File: src/rtl/seven_segment_reader_pkg.sv
// Shared constants and types for the seven-segment bus reader.
// Segment order is A..G from bit 6 down to bit 0, active-high.
package seven_segment_pkg;

    localparam logic [6:0] SEG_0     = 7'b1111110;
    localparam logic [6:0] SEG_1     = 7'b0110000;
    localparam logic [6:0] SEG_2     = 7'b1101101;
    localparam logic [6:0] SEG_3     = 7'b1111001;
    localparam logic [6:0] SEG_4     = 7'b0110011;
    localparam logic [6:0] SEG_5     = 7'b1011011;
    localparam logic [6:0] SEG_6     = 7'b1011111;
    localparam logic [6:0] SEG_7     = 7'b1110000;
    localparam logic [6:0] SEG_8     = 7'b1111111;
    localparam logic [6:0] SEG_9     = 7'b1111011;
    localparam logic [6:0] SEG_BLANK = 7'b0000000;

    localparam logic [3:0] CODE_BLANK = 4'hA;
    localparam logic [3:0] CODE_ERR   = 4'hF;

    typedef enum logic {
        COLLECT = 1'b0,
        HOLD    = 1'b1
    } state_t;

endpackage

File: src/rtl/seven_segment_reader_if.sv
// Bundle of the display bus inputs and the frame output handshake.
// A frame transfers on every rising clock edge where frame_valid && frame_ready;
// while frame_valid is high and no transfer has happened, frame_bcd/frame_err are stable.
interface seven_segment_reader_if #(
    parameter int DIGITS = 4
);
    logic [6:0]          seg;
    logic [DIGITS-1:0]   dig_en;
    logic                frame_ready;
    logic                frame_valid;
    logic [4*DIGITS-1:0] frame_bcd;
    logic [DIGITS-1:0]   frame_err;
    logic                overrun;

    modport master (
        output seg, dig_en, frame_ready,
        input  frame_valid, frame_bcd, frame_err, overrun
    );

    modport slave (
        input  seg, dig_en, frame_ready,
        output frame_valid, frame_bcd, frame_err, overrun
    );
endinterface

File: src/rtl/seven_segment_pattern_decode.sv
// Combinational segment pattern to BCD code decoder.
// Build option SEG_READER_BLANK_EN: an all-dark pattern decodes to CODE_BLANK without error.
module seven_segment_pattern_decode
    import seven_segment_pkg::*;
(
    input  logic [6:0] pattern,
    output logic [3:0] code,
    output logic       err
);
    always_comb begin
        code = CODE_ERR;
        err  = 1'b1;
        case (pattern)
            SEG_0: begin code = 4'd0; err = 1'b0; end
            SEG_1: begin code = 4'd1; err = 1'b0; end
            SEG_2: begin code = 4'd2; err = 1'b0; end
            SEG_3: begin code = 4'd3; err = 1'b0; end
            SEG_4: begin code = 4'd4; err = 1'b0; end
            SEG_5: begin code = 4'd5; err = 1'b0; end
            SEG_6: begin code = 4'd6; err = 1'b0; end
            SEG_7: begin code = 4'd7; err = 1'b0; end
            SEG_8: begin code = 4'd8; err = 1'b0; end
            SEG_9: begin code = 4'd9; err = 1'b0; end
`ifdef SEG_READER_BLANK_EN
            SEG_BLANK: begin code = CODE_BLANK; err = 1'b0; end
`else
            SEG_BLANK: begin code = CODE_ERR; err = 1'b1; end
`endif
            default: begin code = CODE_ERR; err = 1'b1; end
        endcase
    end
endmodule

File: src/rtl/seven_segment_reader.sv
// Recovers BCD frames from a multiplexed seven-segment bus and hands them out on valid/ready.
// Optional build macro SEG_READER_BLANK_EN (handled in seven_segment_pattern_decode).
module seven_segment_reader
    import seven_segment_pkg::*;
#(
    parameter int DIGITS        = 4,
    parameter int STABLE_CYCLES = 3
) (
    input  logic                   clk,
    input  logic                   rst_n,
    seven_segment_reader_if.slave  bus,
    output state_t                 dbg_state
);
    localparam int              CW         = $clog2(STABLE_CYCLES + 1);
    localparam logic [CW-1:0]   STABLE_MAX = CW'(STABLE_CYCLES);

    logic [6:0]          seg_s1, seg_s2, seg_prev;
    logic [DIGITS-1:0]   en_s1, en_s2, en_prev;
    logic [CW-1:0]       cnt, cnt_next;
    logic                onehot, changed, capture;
    logic [3:0]          dec_code;
    logic                dec_err;
    logic [DIGITS-1:0]   mask;
    logic [4*DIGITS-1:0] work_bcd, frame_bcd_q;
    logic [DIGITS-1:0]   work_err, frame_err_q;
    logic                overrun_q;
    logic                mask_full, handshake, load, drop, frame_valid;
    state_t              state, state_next;

    always_ff @(posedge clk or negedge rst_n) begin
        if (!rst_n) begin
            seg_s1   <= '0;
            seg_s2   <= '0;
            seg_prev <= '0;
            en_s1    <= '0;
            en_s2    <= '0;
            en_prev  <= '0;
            cnt      <= '0;
        end else begin
            seg_s1   <= bus.seg;
            seg_s2   <= seg_s1;
            seg_prev <= seg_s2;
            en_s1    <= bus.dig_en;
            en_s2    <= en_s1;
            en_prev  <= en_s2;
            cnt      <= cnt_next;
        end
    end

    // A new dwell starts whenever the sample changes, so a saturated counter
    // that restarts at 1 must still be allowed to capture when STABLE_CYCLES is 1.
    always_comb begin
        onehot  = $onehot(en_s2);
        changed = (seg_s2 != seg_prev) || (en_s2 != en_prev);
        if (!onehot)
            cnt_next = '0;
        else if (changed)
            cnt_next = CW'(1);
        else if (cnt != STABLE_MAX)
            cnt_next = cnt + CW'(1);
        else
            cnt_next = cnt;
        capture = onehot && (cnt_next == STABLE_MAX) && (changed || (cnt != STABLE_MAX));
    end

    seven_segment_pattern_decode u_decode (
        .pattern (seg_s2),
        .code    (dec_code),
        .err     (dec_err)
    );

    always_ff @(posedge clk or negedge rst_n) begin
        if (!rst_n) begin
            mask     <= '0;
            work_bcd <= '0;
            work_err <= '0;
        end else begin
            mask <= (mask_full ? '0 : mask) | (capture ? en_s2 : '0);
            for (int i = 0; i < DIGITS; i++) begin
                if (capture && en_s2[i]) begin
                    work_bcd[4*i +: 4] <= dec_code;
                    work_err[i]        <= dec_err;
                end
            end
        end
    end

    always_ff @(posedge clk or negedge rst_n) begin
        if (!rst_n)
            state <= COLLECT;
        else
            state <= state_next;
    end

    always_comb begin
        state_next = state;
        case (state)
            COLLECT: if (mask_full) state_next = HOLD;
            HOLD:    if (!mask_full && handshake) state_next = COLLECT;
            default: state_next = COLLECT;
        endcase
    end

    // A frame finishing while one is still unaccepted is dropped, unless the
    // held frame leaves on this very edge, in which case the new one replaces it.
    always_comb begin
        mask_full   = &mask;
        frame_valid = (state == HOLD);
        handshake   = frame_valid && bus.frame_ready;
        load        = mask_full && ((state == COLLECT) || handshake);
        drop        = mask_full && (state == HOLD) && !handshake;
    end

    always_ff @(posedge clk or negedge rst_n) begin
        if (!rst_n) begin
            frame_bcd_q <= '0;
            frame_err_q <= '0;
            overrun_q   <= 1'b0;
        end else begin
            if (load) begin
                frame_bcd_q <= work_bcd;
                frame_err_q <= work_err;
            end
            if (drop)
                overrun_q <= 1'b1;
        end
    end

    assign bus.frame_valid = frame_valid;
    assign bus.frame_bcd   = frame_bcd_q;
    assign bus.frame_err   = frame_err_q;
    assign bus.overrun     = overrun_q;
    assign dbg_state       = state;
endmodule

File: src/flat_wrapper.sv
// flat-port wrapper written by rule: the top's interface ports become plain ports
module seven_segment_reader_flat import seven_segment_pkg::*;
#(
    parameter int DIGITS        = 4,
    parameter int STABLE_CYCLES = 3
)
  (clk, rst_n, dbg_state, bus_seg, bus_dig_en, bus_frame_ready, bus_frame_valid, bus_frame_bcd, bus_frame_err, bus_overrun);
  seven_segment_reader_if #(.DIGITS(DIGITS)) bus_i ();
  input  logic clk;
  input  logic rst_n;
  output state_t dbg_state;
  input wire logic [$bits(bus_i.seg)-1:0] bus_seg;
  input wire logic [$bits(bus_i.dig_en)-1:0] bus_dig_en;
  input wire logic [$bits(bus_i.frame_ready)-1:0] bus_frame_ready;
  output wire logic [$bits(bus_i.frame_valid)-1:0] bus_frame_valid;
  output wire logic [$bits(bus_i.frame_bcd)-1:0] bus_frame_bcd;
  output wire logic [$bits(bus_i.frame_err)-1:0] bus_frame_err;
  output wire logic [$bits(bus_i.overrun)-1:0] bus_overrun;
  assign bus_i.seg = bus_seg;
  assign bus_i.dig_en = bus_dig_en;
  assign bus_i.frame_ready = bus_frame_ready;
  assign bus_frame_valid = bus_i.frame_valid;
  assign bus_frame_bcd = bus_i.frame_bcd;
  assign bus_frame_err = bus_i.frame_err;
  assign bus_overrun = bus_i.overrun;
  seven_segment_reader #(.DIGITS(DIGITS), .STABLE_CYCLES(STABLE_CYCLES)) u_core (.clk(clk), .rst_n(rst_n), .bus(bus_i), .dbg_state(dbg_state));
endmodule
File: config.mk
export PLATFORM = sky130hd
export DESIGN_NAME = seven_segment_reader_flat
export DESIGN_NICKNAME = d
export VERILOG_FILES = /design/src/rtl/seven_segment_reader_pkg.sv /design/src/rtl/seven_segment_reader_if.sv /design/src/rtl/seven_segment_pattern_decode.sv /design/src/rtl/seven_segment_reader.sv /design/src/flat_wrapper.sv
export SDC_FILE = /design/constraint.sdc
export NUM_CORES = 1
export LEC_CHECK = 0
export ABC_CLOCK_PERIOD_IN_PS = 3400
export CORE_UTILIZATION = 45
export CTS_BUF_LIST = sky130_fd_sc_hd__clkbuf_16
export CTS_CLUSTER_SIZE = 10
export DETAILED_ROUTE_END_ITERATION = 8
export PLACE_DENSITY = 0.67
export SLEW_MARGIN = 20
export SYNTH_ARGS = -nofsm -noshare
export SYNTH_HDL_FRONTEND = slang
export SYNTH_HIERARCHICAL = 1
export SYNTH_SLANG_ARGS = --single-unit
File: constraint.sdc
create_clock -name clk -period 3.4 [get_ports clk]
set_clock_uncertainty 0.15 [all_clocks]
set_input_delay 0.51 -clock clk [delete_from_list [all_inputs] [get_ports clk]]
set_output_delay 0.51 -clock clk [all_outputs]
set_load 0.01 [all_outputs]
# Word level (Yosys, flattened, before mapping)
# Cells that the tools add are included.
[op_classes] add_sub_neg=4 eq_ne=15 mux=10 bitwise_logic=2 reduce_logical=18
[op_table] operator="$eq A7 B7 Y1 const B" count=8
[op_table] operator="$pmux W4 S10" count=1
[op_table] operator="$eq A7 B6 Y1 const B" count=2
[op_table] operator="$logic_and A1 B1 Y1" count=11
[op_table] operator="$reduce_or A10 Y1" count=1
[op_table] operator="$mux W4" count=2
[op_table] operator="$ne A7 B7 Y1" count=1
[op_table] operator="$mux W2" count=3
[op_table] operator="$add A1 B1 Y2" count=2
[op_table] operator="$ne A4 B4 Y1" count=1
[op_table] operator="$or A4 B4 Y4" count=1
[op_table] operator="$reduce_and A4 Y1" count=1
[op_table] operator="$add A3 B3 Y3" count=1
[op_table] operator="$eq A3 B1 Y1 const B" count=1
[op_table] operator="$logic_or A1 B1 Y1" count=3
[op_table] operator="$mux W1" count=3
[op_table] operator="$add A2 B1 Y2 const B" count=1
[op_table] operator="$eq A2 B2 Y1 const B" count=1
[op_table] operator="$logic_not A1 Y1" count=2
[op_table] operator="$ne A2 B2 Y1 const B" count=1
[op_table] operator="$pmux W1 S2" count=1
[op_table] operator="$not A1 Y1" count=1
[word_totals] register_bits=81 inputBits=14 out_inout_bits=23 wordCells=69

# Logic depth before layout (Yosys ltp)
# Gate-level depths: netlist (run 1).
[depth] ltp_word=9 depth_mapped=10 mapped_depth_nobuf=9

# Hierarchy
# Netlist (run 1), hierarchy kept.
[modules_own_cells] mod="seven_segment_reader" instances=1 cells_per_inst=174 area_per_inst_um2=2886.5 seq_area_each_um2=2026.9
[modules_own_cells] mod="seven_segment_pattern_decode" instances=1 cells_per_inst=30 area_per_inst_um2=191.4 seq_area_each_um2=0.0

# Worst setup path before layout (run 1)
# OpenSTA, ideal clock, no wires.
[synth_timing] path_type="register -> register" from="reg u_core.en_s2[0]" to="reg u_core.work_bcd[12]" setup_ns=0.127 t_arrival_ns=2.572 required_ns=3.123 path_slack_ns=0.550 stages_incl_launch_ff=11 n_path_buf=1 period_less_slack_ns=2.850 cell_sequence="dfrtp_1 inv_1 fa_1 inv_1 ha_1 ha_1 nor3b_1 and3_1 and4_1 buf_4 mux2_1"
[synth_between] elab_chain_len=8 word_cells_on_any_way=12 cone_classes="2 x add/sub; 3 x eq/ne; 2 x mux; 5 x reduce/logical"
[synth_lines] element="start: declaration" line_no="seven_segment_reader.sv:18" text="logic [DIGITS-1:0] en_s1, en_s2, en_prev;"
[synth_lines] element="start signal: assignment" line_no="seven_segment_reader.sv:44" text="en_s2 <= en_s1;"
[synth_lines] element="$add A1 B1 Y2 (implied by the code) / $ne A4 B4 Y1 (equally long branches)" line_no="seven_segment_reader.sv:53, seven_segment_reader.sv:54"
[synth_lines] element="$add A3 B3 Y3 (implied by the code) / $logic_or A1 B1 Y1 (equally long branches)" line_no="seven_segment_reader.sv:53, seven_segment_reader.sv:54"
[synth_lines] element="$eq A3 B1 Y1 / $mux W2 (equally long branches)" line_no="seven_segment_reader.sv:53, seven_segment_reader.sv:57"
[synth_lines] element="$mux W2" line_no="seven_segment_reader.sv:55" text="if (!onehot)"
[synth_lines] element="$eq A2 B2 Y1" line_no="seven_segment_reader.sv:63" text="capture = onehot && (cnt_next == STABLE_MAX) && (changed || (cnt != STABLE_MAX));"
[synth_lines] element="$logic_and A1 B1 Y1" line_no="seven_segment_reader.sv:63"
[synth_lines] element="$logic_and A1 B1 Y1 *" line_no="seven_segment_reader.sv:63"
[synth_lines] element="$logic_and A1 B1 Y1 *" line_no="seven_segment_reader.sv:80" text="if (capture && en_s2[i]) begin"
[synth_lines] element="end signal: indexed assignment" line_no="seven_segment_reader.sv:81" text="work_bcd[4*i +: 4] <= dec_code;"
[synth_lines] element="end: declaration" line_no="seven_segment_reader.sv:24" text="logic [4*DIGITS-1:0] work_bcd, frame_bcd_q;"
# Mark *: on every way between the ends. The rest lies on a longest branch, timed or not.
# A chain may end at the register's enable or synchronous reset.

# Final worst setup path (run 1)
[layout_timing] from="reg u_core.en_s2[1]" to="reg u_core.work_bcd[13]"
# The elaborated chain is that of the path after synthesis.

==> impl_metrics.py, run 1 <==
metrics = {
    "outcome": {
        "status": "complete, but fails checks",
        "violations": "hold timing",
    },
    "finish": {
        "antenna_cells": 0,
        "layout_common_cells": "81 x dfrtp_1, 35 x clkdlybuf4s50_1, 35 x mux2_2",
        "nets": 266,
        "drive_gt1_share_pct": 23.2,
        "area_growth_pct": 25.0,
        "final_common_cell": "dfrtp_1",
        "final_cells": 331,
    },
    "drt": {
        "antenna_left": 0,
        "routed_wl_um": 4870,
        "drc": 0,
        "drt_pass1_iterations": 6,
        "post_drt_wl_per_cell_um": 14.7,
        "num_vias": 1743,
        "drt_iter0_markers": 58,
        "routed_via_density": 5.27,
    },
    "timing": {
        "tightest_slew_ns": 0.557,
        "fin_tns_setup_ns": 0,
        "min_period_ns": 3.17,
        "rsz0062_at_grt": "no",
        "fmax_mhz": 316,
        "whs_ns": -0.0127,
        "drv_slew": 0,
        "timing.final.ws_setup_ns": 0.233,
        "relSlewSlack_pct": 62.8,
        "setup_viol": 0,
        "fin_crit_sh_pct": 93.1,
        "finalHoldViolations": 12,
    },
    "grt": {
        "grt_busiest_layer": "met2",
        "overflow": 0,
        "first_global_vias": 1672,
        "grt_use_met3_pct": 5.41,
        "grt_use_met1_pct": 20.9,
        "grt_max_degree": 82,
        "grtUsageTotal_pct": 15.6,
        "use_met2_pct": 22.0,
        "grt_pass1_wl_um": 8290,
        "antenna_found_initial": 0,
    },
    "cts": {
        "postCtsSetupBuffers": 0,
        "cts_root_buf": "clkbuf_16",
        "cts_tree": "done",
        "cts_max_path_buffers": 2,
        "clkTransAtPathRegs_ns": 0.06,
        "clk_latency_ns": 0.33,
        "numCtsBuffers": 9,
        "cts-htree-levels": 3,
        "hold_buffers": 0,
        "cts_resized": 0,
        "numClockSinks": 81,
    },
    "critical_path": {
        "path_max_fanout": 6,
        "slowest_stage": "fa_1",
        "crit_buf_inv": 2,
        "cp.required_ns": 3.46,
        "path_cells": "inv_1 > fa_1 > inv_1 > ha_1 > ha_1 > nor3b_1 > and3_1 > and4_1 > mux2_1",
        "setup.worst_path.end_class": "flop",
        "cp-start-kind": "flop",
        "cp_top_family": "simple AND/OR/NAND/NOR gates",
        "arrival_ns": 3.23,
        "slowest_delay_ns": 0.50,
        "critical_path_class": "flop to flop",
    },
    "floorplanning": {
        "die_h_um": 84.7,
        "io_pins": 37,
        "rows": 29,
        "initial_core_util_pct": 47.7,
        "die_w_um": 84.7,
        "core-area_sq_um": 6460,
        "fp.dieArea_sq_um": 7170,
    },
    "placed_design": {
        "io_buffers": 36,
        "dp.cells": 314,
        "dpl.hpwl_um": 3200,
        "gp_congestion": 0.813,
        "place_ws_ns": 0.290,
    },
    "logic_synthesis": {
        "syn_inst": 204,
        "synth_top_family_by_area": "multiplexers",
        "yosys_warnings": 6,
        "ys_ff_latch": 81,
        "synth_area_per_cell_sq_um": 15.1,
        "synth_nets": 221,
        "synth_edf_count": 0,
        "synth_area_sq_um": 3080,
        "synth_flop_cell": "dfrtp_1",
        "async_flop_share_pct": 100,
        "synthSimpleGateAreaFrac_pct": 10.0,
        "yosysTopAreaCell": "dfrtp_1",
        "yosysTopAreaCellShare_pct": 65.9,
        "muxShareOfSynthArea_pct": 14.6,
        "synth_cell_types": 34,
        "ys_seq_area_share_pct": 65.9,
        "synth_compound_area_share_pct": 2.80,
        "synth-adder-area-share_pct": 1.46,
        "synthTopCellsByArea": "dfrtp_1 66%, mux2_2 13%, xor2_1 3.1%, mux2_1 1.8%, nor4_4 1.4%",
        "synthXorXnorAreaFrac_pct": 3.41,
    },
    "min_path": {
        "hold_class": "primary input to asynchronous set/reset pin",
    },
    "power": {
        "power_leakage_nw": 1.87,
        "finalPower_mw": 2.08,
        "p_sw_mw": 0.420,
        "pwr-share-clk_pct": 47.5,
        "swShare_pct": 20.2,
        "power-per-cell-area_nw_per_um2": 540,
        "combinationalPowerShare_pct": 4.1,
        "internal-power_mw": 1.66,
        "seqPwrFrac_pct": 48.4,
        "max-vdd-ir-drop_v": 0.000358,
    },
    "job": {
        "cap_violations": 0,
    },
}
final timing paths:
kind,from,endpoint,slack [ns],depth (start not counted)
max in group asynchronous,rst_n,u_core/en_prev[2],2.53,2
min in group clk,u_core/seg_s1[5],u_core/seg_s2[5],0.20,0
min,rst_n,u_core/bus.frame_err[1],-0.01,1
max reg2reg,u_core/en_s2[1],u_core/work_bcd[13],0.23,9
min reg2reg,u_core/seg_s1[5],u_core/seg_s2[5],0.20,0
max,u_core/en_s2[1],u_core/work_bcd[13],0.23,9
metal layers:
metal / wire (um) / vias to the layer above / part of all wire (%)
met4: 141 / 0 / 2.9
met1: 2250 / 881 / 46
met3: 258 / 13 / 5.3
met5: 0 / - / 0
met2: 2210 / 42 / 45
li1: - / 807 / -
cell type report:
cell class              count  area, sq um
clock buffers               9          225
flip-flops and latches     81         2030
fillers                   515         2610
multi-input cells         111          996
inverters                   8         30.0
clock inverters             7         87.6
repair buffers             38          385
well taps                  77         96.3
power by group through the flow:
stage                     Combinational, mW  Clock (mW)  Sequential, mW
after floorplan                      0.0424           0            1.02
after global routing                 0.0976        1.05            1.01
after global placement               0.0818           0            1.02
after detailed placement             0.0831           0            1.02
final                                0.0851       0.987            1.00
after CTS                            0.0838        1.01            1.01
state kept, by name, summed over array words and instances (netlist names):
register and count:
u_core/bus.frame_err 4, u_core/seg_s2 7, u_core/bus.overrun 1, u_core/work_err 4
u_core/cnt 2, u_core/work_bcd 16, u_core/bus.frame_bcd 16, u_core/seg_s1 7
u_core/en_s2 4, u_core/en_s1 4, u_core/bus.frame_valid 1, u_core/seg_prev 7
u_core/en_prev 4, u_core/mask 4
kinds of logic (layout without fill, tap and decap cells):
kind of cell | after synthesis | after routing
flops | 81 | 81
simple gates | 44 | 44
mux | 40 | 40
compound gates | 12 | 12
xor+xnor | 12 | 12
buf+inv | 12 | 62
fa+ha+maj | 3 | 3
metrics by stage:
step                      cell area, sq um  utilization, %
after floorplan                       3080               -
after global placement                3510            54.4
after detailed placement              3510            54.4
after CTS                             3830            59.3
after global routing                  3850            59.6
final                                 3850            59.6
synth_stat cells, types with 3 or more instances:
cell type / instances
dfrtp_1: 81
mux2_2: 35
xor2_1: 11
nand2_1: 9
inv_1: 8
and3_1: 6
mux2_1: 5
nor2_1: 5
nand3_1: 4
nor2b_1: 4
o21ai_1: 4
nand4_2: 3
(Power assumes the default switching activity.)
==> run 2, diff against run 1 <==
--- a/config.mk
+++ b/config.mk
@@ -6,6 +6,7 @@
 export NUM_CORES = 1
 export LEC_CHECK = 0
 export ABC_CLOCK_PERIOD_IN_PS = 3400
+export CAP_MARGIN = 20
 export CORE_UTILIZATION = 45
 export CTS_BUF_LIST = sky130_fd_sc_hd__clkbuf_16
 export CTS_CLUSTER_SIZE = 10
==> results of run 2 <==
Same layout as run 1: the final DEF is identical, and so are final timing and power.
==> run 3, diff against run 2 <==
--- a/config.mk
+++ b/config.mk
@@ -7,11 +7,13 @@
 export LEC_CHECK = 0
 export ABC_CLOCK_PERIOD_IN_PS = 3400
 export CAP_MARGIN = 20
+export CORE_MARGIN = 2
 export CORE_UTILIZATION = 45
 export CTS_BUF_LIST = sky130_fd_sc_hd__clkbuf_16
 export CTS_CLUSTER_SIZE = 10
 export DETAILED_ROUTE_END_ITERATION = 8
 export PLACE_DENSITY = 0.67
+export REMOVE_ABC_BUFFERS = 1
 export SLEW_MARGIN = 20
 export SYNTH_ARGS = -nofsm -noshare
 export SYNTH_HDL_FRONTEND = slang
==> constraint.sdc (replaced) <==
create_clock -name clk -period 3.4 [get_ports clk]
set_clock_uncertainty 0.15 [all_clocks]
set_input_delay 0.34 -clock clk [delete_from_list [all_inputs] [get_ports clk]]
set_output_delay 0.34 -clock clk [all_outputs]
set_load 0.01 [all_outputs]
==> run 3 against run 2 <==
The run now ends clean. Sequential share of layout area fell by 0.37 points. Power is 1.5% higher. Clock power about the same. Via count decreased by 2.0%. Critical endpoint is now u_core/work_bcd[15]. Clock-buffer cell count unchanged. Cell count is 1.2% higher. Flip-flop and latch count stayed put. Non-clock buffer count increased by 1. Setup slack worse by 0.010 ns. Largest power group is now clock. Critical path type unchanged. Maximum frequency decreased by 0.32%. Utilization shrank 1.9 points. Sequential power about the same.
==> impl_metrics.py, run 3 (synthesized netlist as in run 1, its figures left out) <==
metrics = {
    "outcome": {
        "status": "finished, final reports clean",
    },
    "power": {
        "internal-power_mw": 1.67,
        "pwr-share-clk_pct": 48.3,
        "power-per-cell-area_nw_per_um2": 544,
        "p_sw_mw": 0.441,
        "power_leakage_nw": 1.88,
        "combinationalPowerShare_pct": 4.1,
        "max-vdd-ir-drop_v": 0.000311,
        "finalPower_mw": 2.11,
        "swShare_pct": 20.9,
        "seqPwrFrac_pct": 47.7,
    },
    "job": {
        "cap_violations": 0,
    },
    "cts": {
        "numCtsBuffers": 9,
        "postCtsSetupBuffers": 0,
        "cts_max_path_buffers": 2,
        "cts_resized": 0,
        "cts-htree-levels": 3,
        "cts_root_buf": "clkbuf_16",
        "clk_latency_ns": 0.33,
        "cts_tree": "done",
        "clkTransAtPathRegs_ns": 0.06,
        "numClockSinks": 81,
    },
    "finish": {
        "ff_latch_area_sq_um": 2030,
        "antenna_cells": 0,
        "num-fill-cells": 543,
        "final_cells": 335,
        "drive_gt1_share_pct": 23.9,
        "final_common_cell": "dfrtp_1",
        "layout_common_cells": "81 x dfrtp_1, 35 x clkdlybuf4s50_1, 35 x mux2_2",
        "area_growth_pct": 25.9,
        "fin_util_pct": 57.7,
        "multi_input_area_sq_um": 996,
        "postLayoutCellArea_sq_um": 3870,
        "nets": 267,
    },
    "drt": {
        "drc": 0,
        "num_vias": 1709,
        "drt_iter0_markers": 67,
        "routed_via_density": 5.10,
        "antenna_left": 0,
        "drt_pass1_iterations": 4,
        "routed_wl_um": 4730,
        "post_drt_wl_per_cell_um": 14.1,
    },
    "min_path": {
        "hold_class": "flop to flop",
    },
    "grt": {
        "grt_max_degree": 82,
        "antenna_found_initial": 0,
        "overflow": 0,
        "grt_pass1_wl_um": 8140,
        "grtUsageTotal_pct": 14.6,
        "first_global_vias": 1690,
    },
    "floorplanning": {
        "io_pins": 37,
        "die_w_um": 86.7,
        "core-area_sq_um": 6720,
        "die_h_um": 86.7,
        "initial_core_util_pct": 45.8,
        "rows": 30,
        "fp.dieArea_sq_um": 7520,
    },
    "timing": {
        "fmax_mhz": 315,
        "finalHoldViolations": 0,
        "setup_viol": 0,
        "whs_ns": 0.196,
        "tightest_slew_ns": 0.495,
        "fin_crit_sh_pct": 93.4,
        "min_period_ns": 3.18,
        "timing.final.ws_setup_ns": 0.223,
        "drv_slew": 0,
        "relSlewSlack_pct": 66.5,
        "rsz0062_at_grt": "no",
        "fin_tns_setup_ns": 0,
    },
    "placed_design": {
        "place_ws_ns": 0.222,
        "dpl.hpwl_um": 3150,
        "placed_area_sq_um": 3520,
        "dp.cells": 317,
        "gp_congestion": 0.790,
        "io_buffers": 36,
    },
    "critical_path": {
        "cp.required_ns": 3.47,
        "setup.worst_path.end_class": "flop",
        "path_max_fanout": 6,
        "critical_path_class": "flop to flop",
        "cp-start-kind": "flop",
        "arrival_ns": 3.24,
    },
}
-- run 3: cell count changes in the layout (fill, tap and decap cells not counted) --
| cell | before | now |
|---|---|---|
| clkinv_2 | 0 | 1 |
| clkinv_4 | 1 | 0 |
| buf_16 | 0 | 1 |
| clkinv_1 | 1 | 0 |
| inv_6 | 0 | 2 |
| dlygate4sd3_1 | 0 | 1 |
| inv_1 | 10 | 9 |
| buf_12 | 1 | 0 |
-- run 3: worst paths after layout --
path / depth (start not counted) / from / slack [ns] / to
min in group asynchronous: 2 / rst_n / 0.32 / u_core/bus.frame_bcd[2]
max reg2reg: 9 / u_core/en_s2[0] / 0.22 / u_core/work_bcd[15]
max in group asynchronous: 3 / rst_n / 2.21 / u_core/en_s1[2]
max: 9 / u_core/en_s2[0] / 0.22 / u_core/work_bcd[15]
min reg2reg: 0 / u_core/seg_s1[1] / 0.20 / u_core/seg_s2[1]
min: 0 / u_core/seg_s1[1] / 0.20 / u_core/seg_s2[1]
-- run 3: critical path, stage by stage, from the launching register on --
cell	delay [ns]
dfrtp_1	0.38
inv_1	0.08
fa_1	0.54
inv_1	0.04
ha_1	0.17
ha_1	0.27
nor3b_1	0.46
and3_1	0.23
and4_1	0.38
mux2_1	0.36
-- run 3: power by group through the flow --
stage	Combinational [mW]	Clock (mW)	Sequential (mW)
3_3_place_gp	0.0815	0	1.02
4_1_cts	0.0835	1.03	1.00
5_1_grt	0.0978	1.08	1.01
3_5_place_dp	0.0836	0	1.02
2_1_floorplan	0.0424	0	1.02
6_report	0.0859	1.02	1.00
-- run 3: timing repair --
action                                 4_1_cts  5_1_grt
setup endpoints to repair                    0        0
endpoints found under the hold margin        0       27
hold buffers                                 0        1
-- run 3: cell type report --
cell class / count / share of cell area [%]
timing repair buffer: 39 / 10.4
clock buffer: 9 / 5.81
clock inverter: 7 / 2.42
tap: 80 / 2.58
multi-input combinational: 111 / 25.7
sequential: 81 / 52.3
inverter: 8 / 0.775
-- run 3: routing by layer --
| layer | vias up | share of wire [%] | GRT usage [%] |
|---|---|---|---|
| li1 | 805 | - | - |
| met1 | 852 | 47 | 19.2 |
| met2 | 40 | 47 | 21.4 |
| met3 | 12 | 3.6 | 4.86 |
| met4 | 0 | 2.5 | 7.81 |
| met5 | - | 0 | 0 |
